[config.mk]
export PLATFORM = sky130hd
export DESIGN_NAME = shift_xfer_ctrl
export DESIGN_NICKNAME = d
export VERILOG_FILES = /design/src/rtl/shift_xfer_ctrl.sv
export SDC_FILE = /design/constraint.sdc
export NUM_CORES = 1
export LEC_CHECK = 0
export ABC_AREA = 1
export CAP_MARGIN = 5
export CELL_PAD_IN_SITES_DETAIL_PLACEMENT = 1
export CELL_PAD_IN_SITES_GLOBAL_PLACEMENT = 1
export CORE_MARGIN = 2
export CORE_UTILIZATION = 45
export CTS_BUF_LIST = sky130_fd_sc_hd__clkbuf_4 sky130_fd_sc_hd__clkbuf_8
export DETAILED_ROUTE_END_ITERATION = 10
export DONT_BUFFER_PORTS = 1
export PLACE_DENSITY = 0.78
export SYNTH_ARGS = -nofsm -noshare
export SYNTH_HDL_FRONTEND = slang
export SYNTH_SLANG_ARGS = --single-unit
export TNS_END_PERCENT = 5
[constraint.sdc]
create_clock -name clk -period 2.2 [get_ports clk]
set_clock_uncertainty 0.15 [all_clocks]
set_input_delay 0.33 -clock clk [delete_from_list [all_inputs] [get_ports clk]]
set_output_delay 0.33 -clock clk [all_outputs]
set_load 0.02 [all_outputs]
[src/rtl/shift_xfer_ctrl.sv]
// Command-driven serial transfer engine: loads a word, shifts it out over
// ser_out while capturing ser_in, then returns the register on a response port.
module shift_xfer_ctrl #(
  parameter int WIDTH = 8,
  parameter int LEN_W = 4
) (
  input  logic             clk,
  input  logic             rst,
  input  logic             cmd_valid,
  output logic             cmd_ready,
  input  logic             cmd_dir,
  input  logic [LEN_W-1:0] cmd_len,
  input  logic [WIDTH-1:0] cmd_data,
  input  logic             abort,
  output logic             ser_out,
  output logic             ser_en,
  input  logic             ser_in,
  output logic             busy,
  output logic             rsp_valid,
  input  logic             rsp_ready,
  output logic [WIDTH-1:0] rsp_data
);

  typedef enum logic [1:0] {
    IDLE,
    SHIFT,
    RESP
  } state_t;

  localparam logic [LEN_W-1:0] WIDTH_L = LEN_W'(WIDTH);

  state_t           state, state_nxt;
  logic [WIDTH-1:0] sr;
  logic [LEN_W-1:0] count;
  logic [LEN_W-1:0] len_q;
  logic [LEN_W-1:0] len_eff;
  logic             dir_q;
  logic             accept;
  logic             last_shift;

  assign accept     = (state == IDLE) && cmd_valid;
  assign last_shift = (count == len_q - LEN_W'(1));
  // Zero or oversized lengths collapse to a full-width transfer.
  assign len_eff    = ((cmd_len == '0) || (cmd_len > WIDTH_L)) ? WIDTH_L : cmd_len;

  always_ff @(posedge clk or posedge rst) begin
    if (rst) begin
      state <= IDLE;
    end else begin
      // NOTE: sequential state uses non-blocking assignments so every register
      // samples pre-edge values, regardless of statement or block order.
      state <= state_nxt;
    end
  end

  always_comb begin
    // NOTE: every output and next-state gets a default first; a path that
    // forgets to assign one would otherwise infer a latch.
    state_nxt = state;
    cmd_ready = 1'b0;
    ser_en    = 1'b0;
    ser_out   = 1'b0;
    busy      = 1'b0;
    rsp_valid = 1'b0;
    rsp_data  = '0;
    case (state)
      IDLE: begin
        cmd_ready = 1'b1;
        if (cmd_valid) state_nxt = SHIFT;
      end
      SHIFT: begin
        busy    = 1'b1;
        ser_en  = 1'b1;
        ser_out = dir_q ? sr[0] : sr[WIDTH-1];
        if (abort)           state_nxt = IDLE;
        else if (last_shift) state_nxt = RESP;
      end
      RESP: begin
        busy      = 1'b1;
        rsp_valid = 1'b1;
        rsp_data  = sr;
        // abort and rsp_ready both leave RESP; abort simply suppresses the response.
        if (abort || rsp_ready) state_nxt = IDLE;
      end
      default: state_nxt = IDLE;
    endcase
  end

  always_ff @(posedge clk or posedge rst) begin
    if (rst) begin
      // NOTE: the shift register is ordinary flops, not a RAM, so it is cleared
      // with the rest of the datapath and cannot surface stale data after reset.
      sr    <= '0;
      count <= '0;
      dir_q <= 1'b0;
      len_q <= '0;
    end else if (accept) begin
      sr    <= cmd_data;
      dir_q <= cmd_dir;
      len_q <= len_eff;
      count <= '0;
    end else if (state == SHIFT && !abort) begin
      sr    <= dir_q ? {ser_in, sr[WIDTH-1:1]} : {sr[WIDTH-2:0], ser_in};
      count <= count + LEN_W'(1);
    end
  end

endmodule

==> flow_metrics.py <==
metrics = {
    "run_status": {
        "status": "finished, final reports clean",
    },
    "synth": {
        "netlist_instances": 177,
        "synth.avg_cell_area_sq_um": 6.97,
        "synth_top_flop_cell": "dfrtp_1",
        "syn-num-nets": 201,
        "synth_cell_types": 18,
        "ys_ff_latch": 19,
        "async_reset_ff_share_pct": 100,
        "syn_area_sq_um": 1230,
        "synth_edf_count": 0,
        "yosysWarnings": 0,
        "synth.yosys.seq_area_share_pct": 38.5,
    },
    "setup_path": {
        "r2r-end": "len_q[3]",
        "path_depth": 4,
        "cp.arrival_ns": 1.56,
        "crit_family": "compound AO/OA/AOI/OAI gates",
        "path_buf_inv": 1,
        "cp_slowest_stage_delay_ns": 0.42,
        "critPathRequiredTime_ns": 1.72,
        "start_kind": "flip-flop",
        "reg2reg_depth": 6,
        "r2r_setup_slack_ns": 0.31,
        "rr_startpoint": "state[0]",
        "critical_path_class": "flip-flop to output port",
        "crit_path_end_kind": "output port",
        "crit_fanout": 3,
        "crit_slowest_cell": "dfrtp_1",
        "crit_chain": "inv_1, ha_1, o21ai_0, a21oi_2",
    },
    "detailed_routing": {
        "num_vias": 1143,
        "drc": 0,
        "wl_met2_mm": 1.51,
        "wl_met3_um": 101,
        "finalWirelength_mm": 3.12,
        "drt-met1-wl_mm": 1.48,
        "drt_iter0_markers": 16,
        "drt_pass1_iterations": 4,
        "ant_nets": 0,
        "drt-wirelength-per-cell_um": 14.9,
        "top_layer": "met4",
        "vias_per_cell": 5.44,
    },
    "sta": {
        "setup_tns_ns": 0,
        "slew_headroom_pct": 49.2,
        "rsz0062_at_grt": "false",
        "hold_violations": 0,
        "slew_viol_final": 0,
        "period_needed_ns": 2.04,
        "worst_pin_slew_ns": 0.761,
        "whs_ns": 0.0327,
        "clock.fmax_ghz": 0.490,
        "post-route-period-util_pct": 92.7,
        "setup_viol_count_final": 0,
        "fin_ws_ns": 0.160,
    },
    "cells_and_area": {
        "fillers": 353,
        "nets": 205,
        "design_area_sq_um": 1310,
        "drive_above_1_share_pct": 9.44,
        "syn_to_final_growth_pct": 6.39,
        "final_core_util_pct": 51.6,
        "multi_input_area_sq_um": 632,
        "seqCellArea_sq_um": 475,
        "antenna_cells": 0,
    },
    "floorplan": {
        "num_rows": 18,
        "fp.dieH_um": 56.4,
        "start_util_pct": 48.5,
        "fp.dieW_um": 56.4,
        "boundaryPins": 32,
        "core_area_sq_um": 2540,
        "die_area_sq_um": 3180,
    },
    "grt": {
        "grt_antenna_before_repair": 0,
        "grt_usage_pct": 21.9,
        "first_global_vias": 1230,
        "grt_max_degree": 20,
        "gr-total-overflow": 0,
        "grt_pass1_wl_mm": 5.51,
    },
    "power": {
        "p_leak_nw": 0.721,
        "ir_worst_vdd_v": 0.000889,
        "power.density_nw_per_um2": 1480,
    },
    "worst_hold_path": {
        "worstHoldStart": "cmd_data[7]",
        "min_path_cells": 2,
        "worstHoldPathType": "input port to flip-flop",
        "min_to": "sr[7]",
    },
    "job": {
        "drv_cap": 0,
    },
    "place": {
        "place_hpwl_mm": 2.39,
        "place_area_sq_um": 1260,
        "dp_slack_ns": 0.334,
        "gp_congestion": 0.721,
        "io_buffers": 0,
    },
    "clocking": {
        "numCtsBuffers": 3,
        "ctsLongestPathBuffers": 2,
        "cts_tree": "yes",
        "insertion_delay_ns": 0.30,
        "cts.clk_slew.worst_paths_ns": 0.12,
        "clock_sinks": 19,
        "cts_root_buf": "clkbuf_4",
        "h-tree-depth": 1,
    },
}
[cell type report]
class	count	area share, %
Multi-Input combinational cell	125	48.1
Sequential cell	19	36.2
Inverter	28	8.01
Tap cell	30	2.86
Timing Repair Buffer	4	2.67
Clock buffer	3	1.72
Clock inverter	1	0.381
[stage by stage]
| step | instances | total power (W) |
|---|---|---|
| floorplan | 177 | 0.00152 |
| global placement | 204 | 0.00170 |
| detailed placement | 204 | 0.00176 |
| CTS | 210 | 0.00195 |
| global route | 210 | 0.00215 |
| finish | 210 | 0.00195 |
[logic make-up after synthesis]
kind of cell	Yosys count	synth area share [%]
simple gates	96	34.1
flops	19	38.5
buf+inv	33	10.5
fa+ha+maj	5	5.07
compound gates	24	11.8
[synthesized netlist by cell type, drive strengths merged (4+ instances only)]
library cell	number	area share [%]
nand2	61	19
inv	28	8.5
nand3	23	9.7
dfrtp	19	39
o21ai	10	4.1
nor2	9	3.3
o211ai	9	5.5
buf	5	2.0
ha	5	5.1
a21oi	4	1.6
[how the worst max path moves through the flow]
stage | startpoint | to | slack, ns
2_1_floorplan | state[1] | ser_out | 0.52
3_3_place_gp | state[1] | sr[0] | 0.38
3_5_place_dp | state[0] | len_q[3] | 0.33
4_1_cts | state[1] | ser_out | 0.03
5_1_grt | state[1] | ser_out | 0.07
6_report | state[1] | ser_out | 0.16
[cell usage in the layout (no fill, tap or decap), drive strengths merged]
master       count
nand2           61
inv             28
nand3           23
dfrtp           19
o21ai           10
o211ai           9
nor2             9
ha               5
a21oi            4
clkbuf           3
dlygate4sd3      2
buf              2
nand4            1
o21a             1
nor4             1
nor3             1
clkinv           1
[timing repair]
| action | 4_1_cts | 5_1_grt |
|---|---|---|
| setup endpoints to repair | 0 | 1 |
| gates resized for setup | 0 | 1 |
| setup buffers | 0 | 0 |
| endpoints found under the hold margin | 20 | 0 |
| hold buffers | 2 | 0 |
[metal layers]
| layer | vias up | track usage, % |
|---|---|---|
| li1 | 574 | - |
| met1 | 546 | 27.3 |
| met2 | 21 | 39.2 |
| met3 | 2 | 3.00 |
| met4 | 0 | 6.12 |
| met5 | - | 0 |
[sequential cells by signal, summed over array words and instances (netlist names)]
signal  flops
state       2
len_q       4
count       4
sr          8
dir_q       1
[report_power, final]
| group | leakage, nW | switching, W | internal (W) |
|---|---|---|---|
| clock network | 0.0177 | 0.000120 | 0.0000677 |
| logic | 0.460 | 0.000731 | 0.000360 |
| registers | 0.243 | 0.000165 | 0.000502 |
(Power assumes the default switching activity.)
